===== src/rtl/fp8_e4m3_unpack_stream.sv =====
// fp8_e4m3_unpack_stream
// Streaming FP8 E4M3 -> fixed-point decoder. Takes one packed word of up to
// LANES FP8 values per input handshake and emits them lane 0 first, one per
// cycle, as 20-bit two's-complement integers scaled by 2^9, each with a NaN
// flag and a last-lane marker.
//
// Optional build macro: FP8_UNPACK_NAN_CNT_EN adds a saturating 16-bit count
// of NaN lanes handed downstream (nan_count) and a synchronous clear
// (nan_count_clr). Without the macro neither port nor the counter exists.
//
// Handshake semantics (both sides):
//   A transfer happens on a rising edge where valid & ready are both high.
//   A producer holding valid keeps its payload stable until the transfer.
//   in_ready  = (state == IDLE) | (out_valid & out_last & out_ready), so a new
//               word can be taken on the same edge the previous word's last
//               lane leaves (no bubble); in_ready is combinational from
//               out_ready.
//   out_valid is registered; out_data/out_nan/out_last hold while
//               out_valid & !out_ready.
//
// dbg_state exposes the FSM state (0 = IDLE, 1 = EMIT).

module fp8_e4m3_unpack_stream #(
    parameter int LANES = 4,
    parameter int CNT_W = 3
) (
    input  logic                 clk,
    input  logic                 rst_n,
    input  logic                 in_valid,
    output logic                 in_ready,
    input  logic [8*LANES-1:0]   in_data,
    input  logic [CNT_W-1:0]     in_count,
    output logic                 out_valid,
    input  logic                 out_ready,
    output logic [19:0]          out_data,
    output logic                 out_nan,
    output logic                 out_last,
    output logic                 dbg_state
`ifdef FP8_UNPACK_NAN_CNT_EN
    ,
    input  logic                 nan_count_clr,
    output logic [15:0]          nan_count
`endif
);

    typedef enum logic {
        IDLE = 1'b0,
        EMIT = 1'b1
    } state_t;

    state_t               state;
    logic [8*LANES-1:0]   word_q;
    logic [CNT_W-1:0]     count_q;
    logic [CNT_W-1:0]     lane_idx;

    logic [CNT_W-1:0]     eff_count;
    logic [CNT_W-1:0]     next_idx;
    logic [7:0]           next_byte;
    logic [20:0]          lane0_dec;
    logic [20:0]          next_dec;
    logic                 in_accept;
    logic                 out_fire;
    logic                 load_new;

    // Decode one E4M3 byte into {nan, value * 2^9 as 20-bit two's complement}.
    // Normal: {1,M} << (E-1); subnormal: M; NaN (S.1111.111) gives value 0.
    // Negative zero negates to zero naturally.
    function automatic logic [20:0] decode_fp8(input logic [7:0] b);
        logic [19:0] mag;
        logic [3:0]  e;
        e = b[6:3];
        if (b[6:0] == 7'h7F) begin
            return {1'b1, 20'd0};
        end
        if (e == 4'd0) begin
            mag = {17'd0, b[2:0]};
        end else begin
            mag = {16'd0, 1'b1, b[2:0]} << (e - 4'd1);
        end
        return {1'b0, (b[7] ? (~mag + 20'd1) : mag)};
    endfunction

    assign in_ready  = (state == IDLE) | (out_valid & out_last & out_ready);
    assign in_accept = in_valid & in_ready;
    assign out_fire  = out_valid & out_ready;
    assign dbg_state = (state == EMIT);

    // Clamp the lane count to LANES; a zero count is consumed without output.
    always_comb begin
        eff_count = in_count;
        if (in_count > CNT_W'(LANES)) begin
            eff_count = CNT_W'(LANES);
        end
    end

    assign load_new = in_accept & (eff_count != '0);

    // Select and decode the lane that follows the one currently presented,
    // plus lane 0 of the incoming word for the capture edge.
    always_comb begin
        next_idx  = lane_idx + CNT_W'(1);
        next_byte = 8'd0;
        for (int k = 0; k < LANES; k++) begin
            if (next_idx == CNT_W'(k)) begin
                next_byte = word_q[8*k +: 8];
            end
        end
        next_dec  = decode_fp8(next_byte);
        lane0_dec = decode_fp8(in_data[7:0]);
    end

    // Main FSM: capture words, step through lanes on output handshakes, and
    // chain straight into the next word when it arrives on the last handshake.
    always_ff @(posedge clk or negedge rst_n) begin
        if (!rst_n) begin
            state     <= IDLE;
            word_q    <= '0;
            count_q   <= '0;
            lane_idx  <= '0;
            out_valid <= 1'b0;
            out_data  <= 20'd0;
            out_nan   <= 1'b0;
            out_last  <= 1'b0;
        end else if (load_new) begin
            // Only reachable from IDLE or on the last-lane handshake in EMIT.
            state     <= EMIT;
            word_q    <= in_data;
            count_q   <= eff_count;
            lane_idx  <= '0;
            out_valid <= 1'b1;
            out_nan   <= lane0_dec[20];
            out_data  <= lane0_dec[19:0];
            out_last  <= (eff_count == CNT_W'(1));
        end else begin
            case (state)
                IDLE: begin
                    // Zero-count words are consumed here without leaving IDLE.
                    out_valid <= 1'b0;
                end
                EMIT: begin
                    if (out_fire) begin
                        if (out_last) begin
                            state     <= IDLE;
                            lane_idx  <= '0;
                            out_valid <= 1'b0;
                            out_data  <= 20'd0;
                            out_nan   <= 1'b0;
                            out_last  <= 1'b0;
                        end else begin
                            lane_idx <= next_idx;
                            out_nan  <= next_dec[20];
                            out_data <= next_dec[19:0];
                            out_last <= (next_idx == (count_q - CNT_W'(1)));
                        end
                    end
                end
                default: begin
                    state     <= IDLE;
                    out_valid <= 1'b0;
                end
            endcase
        end
    end

`ifdef FP8_UNPACK_NAN_CNT_EN
    // Saturating count of NaN lanes delivered downstream; clear has priority.
    always_ff @(posedge clk or negedge rst_n) begin
        if (!rst_n) begin
            nan_count <= 16'd0;
        end else if (nan_count_clr) begin
            nan_count <= 16'd0;
        end else if (out_fire && out_nan && (nan_count != 16'hFFFF)) begin
            nan_count <= nan_count + 16'd1;
        end
    end
`endif

endmodule


===== config.mk =====
export PLATFORM = sky130hd
export DESIGN_NAME = fp8_e4m3_unpack_stream
export DESIGN_NICKNAME = d
export VERILOG_FILES = /design/src/rtl/fp8_e4m3_unpack_stream.sv
export SDC_FILE = /design/constraint.sdc
export NUM_CORES = 1
export LEC_CHECK = 0
export BUFFER_PORTS_ARGS = -buffer_cell sky130_fd_sc_hd__buf_4
export CAP_MARGIN = 20
export CELL_PAD_IN_SITES_DETAIL_PLACEMENT = 2
export CELL_PAD_IN_SITES_GLOBAL_PLACEMENT = 2
export CORE_ASPECT_RATIO = 2
export CORE_MARGIN = 5
export CORE_UTILIZATION = 33
export CTS_BUF_LIST = sky130_fd_sc_hd__clkbuf_4
export DETAILED_ROUTE_END_ITERATION = 8
export PLACE_DENSITY = 0.79
export SETUP_SLACK_MARGIN = 0.15
export SYNTH_ARGS = -nofsm -noshare
export SYNTH_HDL_FRONTEND = slang
export SYNTH_SLANG_ARGS = --single-unit

===== constraint.sdc =====
create_clock -name clk -period 4.2 [get_ports clk]
set_input_delay 0.42 -clock clk [delete_from_list [all_inputs] [get_ports clk]]
set_output_delay 0.42 -clock clk [all_outputs]
set_load 0.05 [all_outputs]

### Word-level counts from Yosys, hierarchy flattened

Cells that the tools add are included.

* add/subtract/negate cells: 6
* $lt $le $gt $ge: 1
* eq/ne operators: 9
* shifts and indexed selects: 2
* multiplexer cells: 41
* bitwise logic cells: 9
* reductions and logical operators: 8

Operators with widths (count)
* 20-bit two-way mux: 10
* 21-bit two-way mux: 4
* 20-bit by 1-bit adder with 20-bit output, second input constant: 2
* 20-bit inverter: 2
* 4-bit by 4-bit left shift with 20-bit output: 2
* 8-bit two-way mux: 4
* 1-bit two-way mux: 17
* 3-bit two-way mux: 5
* 7-bit == test, second input constant: 2
* 4-bit zero test: 2
* 4-bit by 1-bit subtractor with 4-bit output, second input constant: 2
* 3-bit by 1-bit == test with 1-bit output, second input constant: 2
* 3-bit by 2-bit == test with 1-bit output, second input constant: 2
* 1-bit bitwise AND: 5
* 2-bit AND reduction: 2
* 2-bit nonzero test: 2
* 3-bit by 1-bit adder with 3-bit output, second input constant: 1
* 3-bit == test: 1
* 3-bit > comparator, second input constant: 1
* 3-bit zero test: 1
* 3-bit by 1-bit inequality test with 1-bit output, second input constant: 1
* 3-bit by 2-bit inequality test with 1-bit output, second input constant: 1
* 3-bit nonzero test: 1
* 3-bit by 1-bit subtractor with 3-bit output, second input constant: 1
* other kinds (3): 3

* register bits after elaboration: 62
* bits of input ports: 39
* output and inout port bits: 25
* logic and storage cells: 84

### Longest topological paths before layout

* depth after elaboration: 18
* gate-level depth with buffers: 20
* gate-level depth less buffers: 19

### Worst setup path before layout

Ideal clock, no wire load.

* path type: register -> register
* from: register lane_idx[0]
* to: register out_data[18]
* library setup time: 0.118 ns
* data arrival time: 4.119 ns
* required time: 4.082 ns
* path slack: -0.037 ns
* stages on the path, launching flop included: 20
* buffers on the path: 1
* period minus slack after synthesis: 4.237 ns
* path through: dfrtp_1 > ha_1 > ha_1 > buf_6 > a21oi_1 > o31a_4 > nor2_8 > inv_2 > ha_1 > inv_1 > nor3_2 > nor2_1 > nand3_1 > o22a_1 > ha_1 > o21ai_0 > nor4b_4 > and2_4 > a31oi_1 > a21o_1

* cells in the longest elaborated chain, start to end: 18
* elaborated cells on any way between the ends: 24
* those cells by class: 3 x add/sub; 4 x eq/ne; 1 x shift; 13 x mux; 1 x bitwise; 2 x reduce/logical

Ends and longest elaborated chain
* start: declaration: RTL line 54 `logic [CNT_W-1:0] lane_idx;`
* start signal: assignment: RTL line 150 `lane_idx <= next_idx;`
* 3-bit by 1-bit adder with 3-bit output (*): RTL line 101 `next_idx = lane_idx + CNT_W'(1);`
* 3-bit zero test: RTL line 104 `if (next_idx == CNT_W'(k)) begin`
* 8-bit two-way mux (3 in a row): RTL line 104
* 8-bit two-way mux (*): RTL line 104
* 4-bit by 1-bit subtractor with 4-bit output: RTL line 78 `mag = {16'd0, 1'b1, b[2:0]} << (e - 4'd1);`
* 4-bit by 4-bit left shift with 20-bit output: RTL line 78
* 20-bit two-way mux (2 in a row): RTL line 75 `if (e == 4'd0) begin`
* 20-bit inverter: RTL line 80 `return {1'b0, (b[7] ? (~mag + 20'd1) : mag)};`
* 20-bit by 1-bit adder with 20-bit output: RTL line 80
* 20-bit two-way mux: RTL line 80
* 21-bit two-way mux (*): RTL line 75
* 20-bit two-way mux (*): RTL line 142 `if (out_last) begin`
* 20-bit two-way mux (*): RTL line 141 `if (out_fire) begin`
* 20-bit two-way mux (*): RTL line 135 `case (state)`
* 20-bit two-way mux (*): RTL line 124 `end else if (load_new) begin`
* end signal: assignment: RTL line 132 `out_data <= lane0_dec[19:0];`
* end signal: assignment: RTL line 152 `out_data <= next_dec[19:0];`
* end: declaration: RTL line 35 `output logic [19:0] out_data,`

Every way passes the cells marked *; elsewhere a longest branch is shown, timed or not. The select of a mux whose other input is x is not followed.
A chain may end at the register's enable or synchronous reset.

### Worst setup path after layout

* from: register lane_idx[0]
* to: register out_data[19]

Same word-level chain as after synthesis.

==> flow_metrics.py <==
metrics = {
    "placed_design": {
        "port_buffers": 63,
        "place_hpwl_um": 19200,
        "dp_cells": 961,
        "gp_congestion": 0.960,
    },
    "finish": {
        "most-common-layout-cells": "nand2_1 (148), buf_4 (115), dfrtp_1 (61)",
        "syn2layout_area_growth_pct": 24.6,
        "fin_cells": 994,
        "drive_above_1_share": 0.267,
        "layout.nets": 835,
        "final_common_cell": "nand2_1",
        "fillCellCount": 1877,
        "utilization": 0.419,
    },
    "global_routing": {
        "antenna_found_initial": 1,
        "grt_first_pass_wirelength_um": 37300,
        "grt_pass1_vias": 6718,
        "grt_max_degree": 63,
        "groute.usage.overall": 0.251,
        "overflow": 0,
    },
    "clock_network": {
        "clk_latency_ns": 0.46,
        "htreeDepth": 3,
        "ctsHoldBuffers": 0,
        "path_clk_slew_ns": 0.13,
        "numCtsBuffers": 9,
        "cts_tree": "yes",
        "clock_path_buffers": 2,
        "cts_root_buffer": "clkbuf_4",
        "clock-sinks": 62,
    },
    "routing": {
        "drtAntennaViolNets": 0,
        "post_drt_wl_per_cell_um": 25.2,
        "vias": 5982,
        "dr.pass1.iters": 5,
        "via_per_inst": 6.02,
        "route.detailed.drc": 0,
        "drt-initial-drc-count": 241,
        "routed_wl_um": 25100,
    },
    "yosys": {
        "synth-seq-cells": 62,
        "synth.distinct_cells": 98,
        "synthTopCellsByArea": "dfrtp_1 (28%), nand2_1 (10%), o21ai_0 (4.3%)",
        "syn-num-nets": 746,
        "yosysTopAreaCell": "dfrtp_1",
        "ys_warn_count": 0,
        "synth_edf_count": 0,
        "syn_area_per_cell_sq_um": 7.87,
        "synthArstFlopShare": 1.00,
        "synthesis.instances": 695,
        "synth_flop_cell": "dfrtp_1",
        "ys_seq_area_frac": 0.283,
        "synth_top_area_frac": 0.283,
        "syn_area_sq_um": 5470,
    },
    "sta": {
        "slew_headroom": 0.400,
        "hold_ws_ns": 0.0471,
        "finalSetupViolCount": 0,
        "final_max_slew_viol_count": 0,
        "clock_skew_ns": 0.0192,
        "fin_crit_ns": 4.04,
        "max_freq_ghz": 0.247,
        "worst_pin_slew_ns": 0.899,
        "hold_viol": 0,
        "final.period_utilization": 0.963,
    },
    "worst_setup_path": {
        "r2r_end": "out_data[19]",
        "r2r_setup_slack_ns": 0.16,
        "cp-start-kind": "flop",
        "cp.arrival_ns": 4.41,
        "crit_required_ns": 4.56,
        "cp-startpoint": "lane_idx[0]",
        "cp-end-kind": "flop",
        "critPathKind": "reg -> reg",
        "timing.rr.start": "lane_idx[0]",
        "cp_max_fo": 7,
        "r2r_cells": 19,
    },
    "floorplanning": {
        "die_width_um": 101,
        "die_h_um": 192,
        "io_pins": 64,
        "die_area_sq_um": 19400,
        "core_sq_um": 16300,
        "start_util": 0.336,
        "rows": 66,
    },
    "min_path": {
        "hp-class": "in -> async",
    },
    "run": {
        "maxCapViolCount": 0,
    },
    "outcome": {
        "status": "complete, no violations",
    },
}
## per-stage QoR
stage          cell area, sq um  setup TNS, ns  setup slack [ns]
2_1_floorplan              5480              0             0.190
3_3_place_gp               6320              0            0.0190
3_5_place_dp               6320         -0.360           -0.0918
4_1_cts                    6630              0             0.161
5_1_grt                    6820        -0.0369           -0.0193
6_report                   6820              0             0.155
## sequential cells by signal, summed over array words and instances, names as in the netlist
signal and flops:
out_data 20, out_nan 1, count_q 3, out_valid 1, out_last 1, lane_idx 3, word_q 32, dbg_state 1
## cells by family after synthesis
family | count (synthesis) | share of synthesized area
flip-flops | 62 | 0.283
XOR/XNOR | 22 | 0.0352
AO/OA/AOI/OAI | 239 | 0.333
adder cells (fa/ha/maj) | 12 | 0.0274
multiplexers | 4 | 0.00800
AND/OR/NAND/NOR | 295 | 0.262
buffers and inverters | 61 | 0.0505
## critical path: stages, from the launching register on
cell and delay, ns:
dfrtp_2 0.45, buf_4 0.15, ha_4 0.19, buf_2 0.18, a211oi_2 0.25, o21a_4 0.22
nor2_8 0.04, inv_4 0.09, ha_4 0.17, clkinvlp_4 0.14, nor3_4 0.28, buf_6 0.16
a311oi_2 0.06, o221ai_2 0.36, nor2_2 0.11, nor4_2 0.39, buf_4 0.18, nand4b_1 0.16
o211ai_1 0.27, a21oi_1 0.09
## final cells by class
type	instances	area, sq um	share of cell area
clock buffers	9	67.6	0.00991
clock inverters	7	97.6	0.0143
inverters	20	81.3	0.0119
diodes	1	2.50	0.000367
repair buffers	119	911	0.134
well taps	204	255	0.0374
flip-flops and latches	62	1550	0.228
multi-input cells	572	3850	0.565
## worst max path at each step
stage | slack [ns] | cells after the start | endpoint
CTS | 0.16 | 15 | out_data[12]
detailed placement | -0.09 | 16 | out_data[17]
floorplan | 0.19 | 19 | out_data[18]
finish | 0.16 | 19 | out_data[19]
global route | -0.02 | 19 | out_data[12]
global placement | 0.02 | 14 | out_data[13]
## synthesized netlist by cell type, types with 4 or more instances
master / instances
a32oi_1: 6
o221ai_1: 5
a21oi_1: 41
a221oi_1: 6
nor2b_1: 9
a22oi_1: 6
nand2b_1: 8
a21boi_0: 5
buf_1: 4
o31ai_1: 8
inv_1: 19
buf_6: 5
xor2_1: 10
xnor2_1: 12
o21ai_1: 9
nand3_1: 15
nor3b_1: 6
a31oi_1: 10
dfrtp_1: 62
nor2_1: 47
nand3b_1: 6
nor3_1: 15
nand2_1: 149
o211ai_1: 8
o21ai_0: 47
clkbuf_1: 28
o31ai_2: 4
ha_1: 12
o21a_1: 11
a22o_1: 4
o22ai_1: 7
and2_1: 6
a211oi_1: 5
## metal layers
metal	routed length, um	track usage
met5	0	0
met4	2050	0.182
met3	583	0.0284
met2	14300	0.498
met1	8210	0.219
## what timing repair did
| item | 4_1_cts | 5_1_grt |
|---|---|---|
| pin swaps | 3 | 12 |
| setup endpoints to repair | 18 | 18 |
| buffers inserted | 4 | 12 |
| endpoints found under the hold margin | 0 | 0 |
| gates resized for setup | 23 | 20 |
Power is left out: the tool's default activity adds up to more than one toggle a clock period on the data nets, which glitch-free logic cannot reach.
